`config.mk`:
```
export PLATFORM = sky130hd
export DESIGN_NAME = tlc_sensor_conditioner
export DESIGN_NICKNAME = d
export VERILOG_FILES = /design/src/rtl/tlc_sensor_conditioner.sv
export SDC_FILE = /design/constraint.sdc
export NUM_CORES = 1
export LEC_CHECK = 0
export CORE_MARGIN = 3
export CORE_UTILIZATION = 61
export CTS_CLUSTER_DIAMETER = 50
export DETAILED_ROUTE_END_ITERATION = 10
export MAX_ROUTING_LAYER = met4
export PLACE_DENSITY = 0.83
export SYNTH_ARGS = -nofsm -noshare
export SYNTH_HDL_FRONTEND = slang
export SYNTH_SLANG_ARGS = --single-unit
```
`constraint.sdc`:
```
create_clock -name clk -period 2.35 [get_ports clk]
set_input_delay 0.47 -clock clk [delete_from_list [all_inputs] [get_ports clk]]
set_output_delay 0.47 -clock clk [all_outputs]
set_load 0.005 [all_outputs]
```
`src/rtl/tlc_sensor_conditioner.sv`:
```
// ---------------------------------------------------------------------------
// tlc_sensor_conditioner
//   Turns five raw, asynchronous vehicle-detector inputs into clean presence
//   levels for the traffic light controller. Each channel is handled on its
//   own: the input is synchronized, then debounced when it asserts, and short
//   gaps are bridged when it releases. A channel that stays occupied for too
//   long raises a sticky fault flag. The fault does not change the sensor
//   level, so that direction is still served.
//
// Ports
//   clk            system clock (one cycle = one second tick)
//   reset_n        asynchronous, active-low reset
//   raw[4:0]       raw detectors: [0]=e_str [1]=w_str [2]=e_left [3]=w_left [4]=ns
//   fault_clr      synchronous pulse that clears all fault bits and stuck counters
//   *_sensor       conditioned presence outputs, driven only from registers
//   fault[4:0]     sticky stuck-detector flags, in the same bit order as raw
// ---------------------------------------------------------------------------

// ---------------------------------------------------------------------------
// tlc_sc_channel: the conditioner for a single detector channel.
//
//   state    | meaning
//   ---------+--------------------------------------------------------------
//   IDLE     | no vehicle; waiting for the synchronized input to go high
//   QUAL     | input is high; counting consecutive high cycles up to DEB
//   PRESENT  | vehicle confirmed; sensor output is high
//   HOLD     | input dropped; bridging up to HOLD low cycles, output stays high
//
// Ports
//   clk, reset_n   clock and asynchronous active-low reset
//   i_raw          raw asynchronous detector input
//   i_fault_clr    synchronous clear of the fault flag and the stuck counter
//   o_sensor       registered presence level (high in PRESENT and HOLD)
//   o_fault        sticky flag: channel occupied for STUCK cycles in a row
// ---------------------------------------------------------------------------
module tlc_sc_channel #(
    parameter int DEB   = 3,
    parameter int HOLD  = 4,
    parameter int STUCK = 200
) (
    input  logic clk,
    input  logic reset_n,
    input  logic i_raw,
    input  logic i_fault_clr,
    output logic o_sensor,
    output logic o_fault
);

    typedef enum logic [1:0] {
        ST_IDLE    = 2'd0,
        ST_QUAL    = 2'd1,
        ST_PRESENT = 2'd2,
        ST_HOLD    = 2'd3
    } state_t;

    localparam logic [3:0] DEB_M1   = 4'(DEB - 1);
    localparam logic [3:0] HOLD_C   = 4'(HOLD);
    localparam logic [7:0] STUCK_C  = 8'(STUCK);
    localparam logic [7:0] STUCK_M1 = 8'(STUCK - 1);

    state_t     r_state;
    logic       r_sync1;
    logic       r_sync2;
    logic [3:0] r_cnt;
    logic [7:0] r_stuck_cnt;
    logic       r_sensor;
    logic       r_fault;

    logic w_occupied;
    logic w_leave;

    assign w_occupied = (r_state == ST_PRESENT) || (r_state == ST_HOLD);

    // High on the edge where an occupied channel falls back to IDLE. The stuck
    // counter is cleared on that edge instead of being advanced.
    assign w_leave = ((r_state == ST_PRESENT) && !r_sync2 && (HOLD == 0)) ||
                     ((r_state == ST_HOLD) && !r_sync2 && (r_cnt == HOLD_C));

    always_ff @(posedge clk or negedge reset_n) begin
        if (!reset_n) begin
            r_sync1     <= 1'b0;
            r_sync2     <= 1'b0;
            r_state     <= ST_IDLE;
            r_cnt       <= 4'd0;
            r_stuck_cnt <= 8'd0;
            r_sensor    <= 1'b0;
            r_fault     <= 1'b0;
        end else begin
            r_sync1 <= i_raw;
            r_sync2 <= r_sync1;

            case (r_state)
                ST_IDLE: begin
                    if (r_sync2) begin
                        if (DEB == 1) begin
                            r_state  <= ST_PRESENT;
                            r_sensor <= 1'b1;
                            r_cnt    <= 4'd0;
                        end else begin
                            r_state <= ST_QUAL;
                            r_cnt   <= 4'd1;
                        end
                    end
                end
                ST_QUAL: begin
                    if (!r_sync2) begin
                        r_state <= ST_IDLE;
                        r_cnt   <= 4'd0;
                    end else if (r_cnt == DEB_M1) begin
                        r_state  <= ST_PRESENT;
                        r_sensor <= 1'b1;
                        r_cnt    <= 4'd0;
                    end else begin
                        r_cnt <= r_cnt + 4'd1;
                    end
                end
                ST_PRESENT: begin
                    if (!r_sync2) begin
                        if (HOLD == 0) begin
                            r_state  <= ST_IDLE;
                            r_sensor <= 1'b0;
                            r_cnt    <= 4'd0;
                        end else begin
                            r_state <= ST_HOLD;
                            r_cnt   <= 4'd1;
                        end
                    end
                end
                ST_HOLD: begin
                    if (r_sync2) begin
                        r_state <= ST_PRESENT;
                        r_cnt   <= 4'd0;
                    end else if (r_cnt == HOLD_C) begin
                        r_state  <= ST_IDLE;
                        r_sensor <= 1'b0;
                        r_cnt    <= 4'd0;
                    end else begin
                        r_cnt <= r_cnt + 4'd1;
                    end
                end
                default: begin
                    r_state  <= ST_IDLE;
                    r_sensor <= 1'b0;
                    r_cnt    <= 4'd0;
                end
            endcase

            // The clear wins over a fault that would set on the same edge.
            // Outside PRESENT/HOLD the counter is held at zero, so it always
            // starts from zero on entry to PRESENT.
            if (i_fault_clr) begin
                r_stuck_cnt <= 8'd0;
                r_fault     <= 1'b0;
            end else if (w_occupied) begin
                if (w_leave) begin
                    r_stuck_cnt <= 8'd0;
                end else if (r_stuck_cnt != STUCK_C) begin
                    r_stuck_cnt <= r_stuck_cnt + 8'd1;
                    if (r_stuck_cnt == STUCK_M1) begin
                        r_fault <= 1'b1;
                    end
                end
            end else begin
                r_stuck_cnt <= 8'd0;
            end
        end
    end

    assign o_sensor = r_sensor;
    assign o_fault  = r_fault;

endmodule

module tlc_sensor_conditioner #(
    parameter int DEB   = 3,
    parameter int HOLD  = 4,
    parameter int STUCK = 200
) (
    input  logic       clk,
    input  logic       reset_n,
    input  logic [4:0] raw,
    input  logic       fault_clr,
    output logic       e_str_sensor,
    output logic       w_str_sensor,
    output logic       e_left_sensor,
    output logic       w_left_sensor,
    output logic       ns_sensor,
    output logic [4:0] fault
);

    logic [4:0] w_sensor;
    logic [4:0] w_fault;

    for (genvar g = 0; g < 5; g++) begin : g_ch
        tlc_sc_channel #(
            .DEB   (DEB),
            .HOLD  (HOLD),
            .STUCK (STUCK)
        ) u_ch (
            .clk         (clk),
            .reset_n     (reset_n),
            .i_raw       (raw[g]),
            .i_fault_clr (fault_clr),
            .o_sensor    (w_sensor[g]),
            .o_fault     (w_fault[g])
        );
    end

    assign e_str_sensor  = w_sensor[0];
    assign w_str_sensor  = w_sensor[1];
    assign e_left_sensor = w_sensor[2];
    assign w_left_sensor = w_sensor[3];
    assign ns_sensor     = w_sensor[4];
    assign fault         = w_fault;

endmodule

```
==> reports/results.txt, run 1 <==
status - completed
crit-path max cell delay - 0.53 ns
share of layout cells above drive strength 1 - 0.0878
synth-to-layout area growth - 9.80%
DRT iter0 DRCs - 153
Synth Flop Type - dfrtp_1
grt ovf - 0
first-pass GRT wire length - 14.1 mm
Post-DRT Antenna Nets - 0
PwrDens - 848 nW/um^2
synthesized area per cell - 10.0 um^2
fin crit share - 0.772
Total GRT Usage - 0.207
CORE AREA - 7330 um^2
TritonCTS clock tree - done
Die ar. - 8750 um^2
synth unique cells - 53
maxcap violations - 0
Fillers - 507
Crit Reg-Reg Startpoint - g_ch[4].u_ch.r_cnt[0]
Leak - 0.00221 uW
count leader, synth - dfrtp_1
vias in the first global route - 3172
Die Wd - 93.5 um
Yosys top cell area share - 0.482
Antenna Cells - 0
largest net degree at the start of global routing - 43
Ys Warns - 0
CP max FO - 7
row count - 31
top cells by area, synth - dfrtp_1 (48%), ha_1 (6.7%), xor2_1 (4.1%)
Setup TNS - 0 ns
largest area contributor in the netlist - dfrtp_1
CP Class - input port to flip-flop
Worst Setup SP - fault_clr
DP Area - 4940 um^2
CP cell instances - clkdlybuf4s50_1, or3_4, nor4_4, mux2i_1, nor2_1
post-synthesis register bit count - 90
via count - 3281
Max Buffers Root-to-Sink - 2
Top delay family on crit path - simple AND/OR/NAND/NOR gates
Initial Utilization - 0.637
num ports - 18
WP buf/inv - 1
cell with the largest stage delay on the worst path - clkdlybuf4s50_1
post-synthesis sequential area ratio - 0.482
final wirelength - 7.99 mm
HPWL after DPL - 5.73 mm
Clock Latency Late Sink - 0.36 ns
Critical Path Start Type - input port
CP Capture Type - flip-flop
min Tclk post-route - 1.81 ns
final instance area - 5130 um^2
Die H - 93.5 um
port bufs - 17
maximum VDD drop - 0.574 mV
Nets - 518
detailed-route DRC error count - 0
Post-Syn Area - 4670 um^2
Placer Congestion - 0.834
Slew Limit Headroom - 0.637
Slew Viols, Final - 0
Clk pin slew, worst setup/hold paths - 0.09 ns
Hold Vio Cnt, Final - 0
Hold-fix buffers, CTS - 0
Setup Buffers After CTS - 0
Place WS - 0.175 ns
drt pass-1 iters - 4
Final WS setup - 0.535 ns
post-synthesis async set-or-reset flop share - 1.00
vias per cell - 5.57
syn nets - 499
initial antenna violation count - 0
PostCTS Resize Cnt - 0
Worst EP arrival - 2.06 ns
Post-synth EDFFs - 0
DR WL/cell - 13.6 um
number of CTS-inserted buffers - 9
Clock Skew - 0.00946 ns
CTS root buffer - clkbuf_8
RSZ-0062 raised after global routing - false
most instantiated cells after synthesis - dfrtp_1 (90), nor2_1 (45), nand2_1 (40)
post-synthesis instance total - 466
worst min path class - input port to asynchronous set/reset pin
WP data required - 2.60 ns
Final setup viols - 0
H-tree Lvls - 3
Least-Margin Pin Slew - 0.538 ns
highest clock rate - 551 MHz
CTS sink count - 90
Final Util - 0.700
## where the power goes
part	total, uW	internal (uW)	leakage [uW]	switching, uW
logic	1130	522	0.000946	612
clock network	1040	489	0.0000954	551
registers	2170	1810	0.00116	367
## cells in the final DEF, fill, tap and decap left out, types with 14 or more instances in the layout
cell type	instances
inv_1	25
dfrtp_1	90
nor2_1	45
clkdlybuf4s50_1	16
ha_1	25
a21oi_1	21
xor2_1	22
nand2b_1	14
nand3_1	26
nand2_1	40
o21ai_0	17
## cell type report
cell class,instances,area (um^2),area share
flip-flops and latches,90,2250,0.439
multi-input cells,336,2240,0.437
repair buffers,23,225,0.0439
clock buffers,9,124,0.0241
well taps,99,124,0.0241
inverters,25,93.8,0.0183
clock inverters,7,68.8,0.0134
## worst register-to-register path, stage by stage (launching register included)
cell and delay (ns):
dfrtp_1 0.42, inv_1 0.11, ha_1 0.15, nand3b_1 0.16, o21ai_0 0.50, or2_2 0.27, nor2_1 0.07
## through the flow
step	power [uW]	hold WS (ns)	instances
floorplan	2990	0.174	466
global placement	3250	0.332	573
detailed placement	3340	0.335	573
CTS	4390	0.00456	589
global route	4670	0.0131	589
finish	4350	0.00662	589
## metal layers
| layer | up-vias | share of wire | global-route usage |
|---|---|---|---|
| met5 | - | 0 | - |
| met4 | 0 | 0.016 | 0.0867 |
| met3 | 12 | 0.025 | 0.0434 |
| met2 | 45 | 0.49 | 0.329 |
| met1 | 1592 | 0.47 | 0.259 |
| li1 | 1632 | - | - |
## final timing paths
path / to / cells past startpoint / slack [ns]
max: g_ch[1].u_ch.r_stuck_cnt[1] / 5 / 0.54
min: g_ch[0].u_ch.r_stuck_cnt[4] / 1 / 0.007
max reg2reg: g_ch[4].u_ch.r_stuck_cnt[7] / 6 / 0.55
min reg2reg: g_ch[3].u_ch.r_sync2 / 0 / 0.34
max in group asynchronous: g_ch[4].u_ch.r_stuck_cnt[3] / 2 / 1.72
min in group clk: g_ch[3].u_ch.r_sync2 / 0 / 0.34
## state kept, by name, summed over array words and instances, names as in the netlist, named ones only
register	cells
g_ch.u_ch.r_stuck_cnt	40
g_ch.u_ch.r_cnt	20
g_ch.u_ch.r_sync2	5
g_ch.u_ch.r_sync1	5
g_ch.u_ch.o_fault	5
g_ch.u_ch.r_state	5
g_ch.u_ch.o_sensor	5
## kinds of logic (layout without fill, tap and decap cells)
family | after synthesis | count (layout) | share of synthesized area
AOI/OAI and AO/OA | 71 | 71 | 0.0967
xor gates and xnor gates | 34 | 34 | 0.0637
adders and majority gates | 25 | 25 | 0.0670
buffers and inverters | 40 | 64 | 0.0380
DFF | 90 | 90 | 0.482
muxes | 6 | 6 | 0.0131
and+or+nand+nor | 200 | 200 | 0.239
(Power assumes the default switching activity.)
==> run 2, diff against run 1 <==
==> constraint.sdc (replaced) <==
create_clock -name clk -period 1.7 [get_ports clk]
set_input_delay 0.34 -clock clk [delete_from_list [all_inputs] [get_ports clk]]
set_output_delay 0.34 -clock clk [all_outputs]
set_load 0.005 [all_outputs]
==> reports/results.txt, run 2 (synthesis results as in run 1) <==
largest reg by FF count - g_ch.u_ch.r_stuck_cnt
Pint - 4080 uW
hold path startpoint - g_ch[2].u_ch.r_sync1
Die H - 93.5 um
CP Capture Type - flip-flop
synth-to-layout area growth - 13.6%
Max Buffers Root-to-Sink - 2
Crit Reg-Reg Startpoint - g_ch[4].u_ch.r_cnt[0]
status - completed
Die Wd - 93.5 um
Final WS setup - 0.0537 ns
via count - 3383
Worst Setup SP - g_ch[4].u_ch.r_cnt[0]
vias per cell - 5.56
CTS sink count - 90
CORE AREA - 7330 um^2
Non-Filler Instances - 608
commonest non-fill, non-tap cell in the layout - dfrtp_1
Seq pwr share - 0.476
max reg flops - 40
sw frac - 0.340
hold path depth - 0
R2R depth - 6
H-tree Lvls - 3
Clk pin slew, worst setup/hold paths - 0.07 ns
clock network power share - 0.217
fin crit share - 0.968
drt pass-1 iters - 4
TritonCTS clock tree - done
highest clock rate - 607 MHz
WHS Endpoint - g_ch[2].u_ch.r_sync2
initial antenna violation count - 0
CTS root buffer - clkbuf_8
biggest regs - g_ch.u_ch.r_stuck_cnt x40, g_ch.u_ch.r_cnt x20
Place WS - -0.315 ns
DP Area - 5050 um^2
dpl cells - 587
CP max FO - 3
Post-DRT Antenna Nets - 0
port bufs - 17
worst min path class - flip-flop to flip-flop
Slew Limit Headroom - 0.682
row count - 31
num ports - 18
Critical Path Start Type - flip-flop
final wirelength - 8.07 mm
grt ovf - 0
PwrDens - 1160 nW/um^2
first-pass GRT wire length - 14.1 mm
Hold Vio Cnt, Final - 0
maximum VDD drop - 0.882 mV
Final setup viols - 0
Die ar. - 8750 um^2
Worst R2R Setup Slack - 0.05 ns
Leak - 0.00230 uW
Slew Viols, Final - 0
Worst EP arrival - 1.88 ns
Combinational Power Share - 0.308
Nets - 537
final instance area - 5310 um^2
most frequent cells in the layout - dfrtp_1 (89), nor2_1 (45), nand2_1 (40), nand3_1 (26)
WP data required - 1.93 ns
detailed-route DRC error count - 0
min Tclk post-route - 1.65 ns
Initial Utilization - 0.637
Final Util - 0.724
Least-Margin Pin Slew - 0.473 ns
Total GRT Usage - 0.205
DRT iter0 DRCs - 189
Clock Skew - 0.0104 ns
number of CTS-inserted buffers - 9
largest net degree at the start of global routing - 34
vias in the first global route - 3285
Sw Pwr - 2100 uW
Clock Latency Late Sink - 0.35 ns
final hold slack - 0.352 ns
CP Class - flip-flop to flip-flop
Placer Congestion - 0.825
HPWL after DPL - 5.82 mm
share of layout cells above drive strength 1 - 0.126
Antenna Cells - 0
DR WL/cell - 13.3 um
RSZ-0062 raised after global routing - true
maxcap violations - 0
[run 2: worst max path at each step]
| stage | end | slack (ns) | cells after the start |
|---|---|---|---|
| after global routing | flip-flop | -0.03 | 6 |
| after global placement | g_ch[1].u_ch.r_stuck_cnt[1] | -0.29 | 5 |
| final | flip-flop | 0.05 | 6 |
| after CTS | flip-flop | 0.008 | 6 |
| after detailed placement | g_ch[1].u_ch.r_stuck_cnt[1] | -0.32 | 5 |
| after floorplan | flip-flop | 0.07 | 6 |
[run 2: per-layer routing]
layer  part of all wire  GRT usage  wire (um)  vias up
met3              0.024     0.0314        194       14
li1                   -          -          -     1674
met4              0.021     0.0989        167        0
met2               0.49      0.329       3980       40
met5                  0          -          0        -
met1               0.46      0.255       3730     1655
[run 2: timing repair]
action / 4_1_cts / 5_1_grt
setup buffers: 1 / 3
endpoints found under the setup margin: 1 / 38
hold buffers: 1 / 0
cloned: 0 / 0
gates resized for setup: 2 / 9
pin swaps: 1 / 4
hold endpoints to repair: 24 / 0
[run 2: worst max-delay path: stages, from the launching register on]
cell,delay (ns)
dfrtp_1,0.39
inv_2,0.09
ha_4,0.14
or3b_4,0.37
a22oi_2,0.19
nand2_1,0.08
mux2_2,0.27
[run 2: area by class of cell]
class                      count  area (um^2)
tap                           99          124
timing repair buffer          42          383
multi-input combinational    336         2270
sequential                    90         2250
clock inverter                 1         7.51
clock buffer                  15          176
inverter                      25         93.8
fill                         517         2020
[run 2: power by group through the flow]
stage	Combinational (uW)	Sequential [uW]	Clock (uW)
final	1900	2940	1340
after CTS	1860	2920	1380
after floorplan	1280	2850	0
after global placement	1730	2930	0
after global routing	2170	3020	1460
after detailed placement	1830	2960	0
[run 2: per-stage QoR]
stage / total power [uW] / setup TNS (ns)
2_1_floorplan: 4130 / 0
3_5_place_dp: 4790 / -2.54
6_report: 6180 / 0
5_1_grt: 6650 / -0.0545
4_1_cts: 6170 / 0
3_3_place_gp: 4660 / -2.35
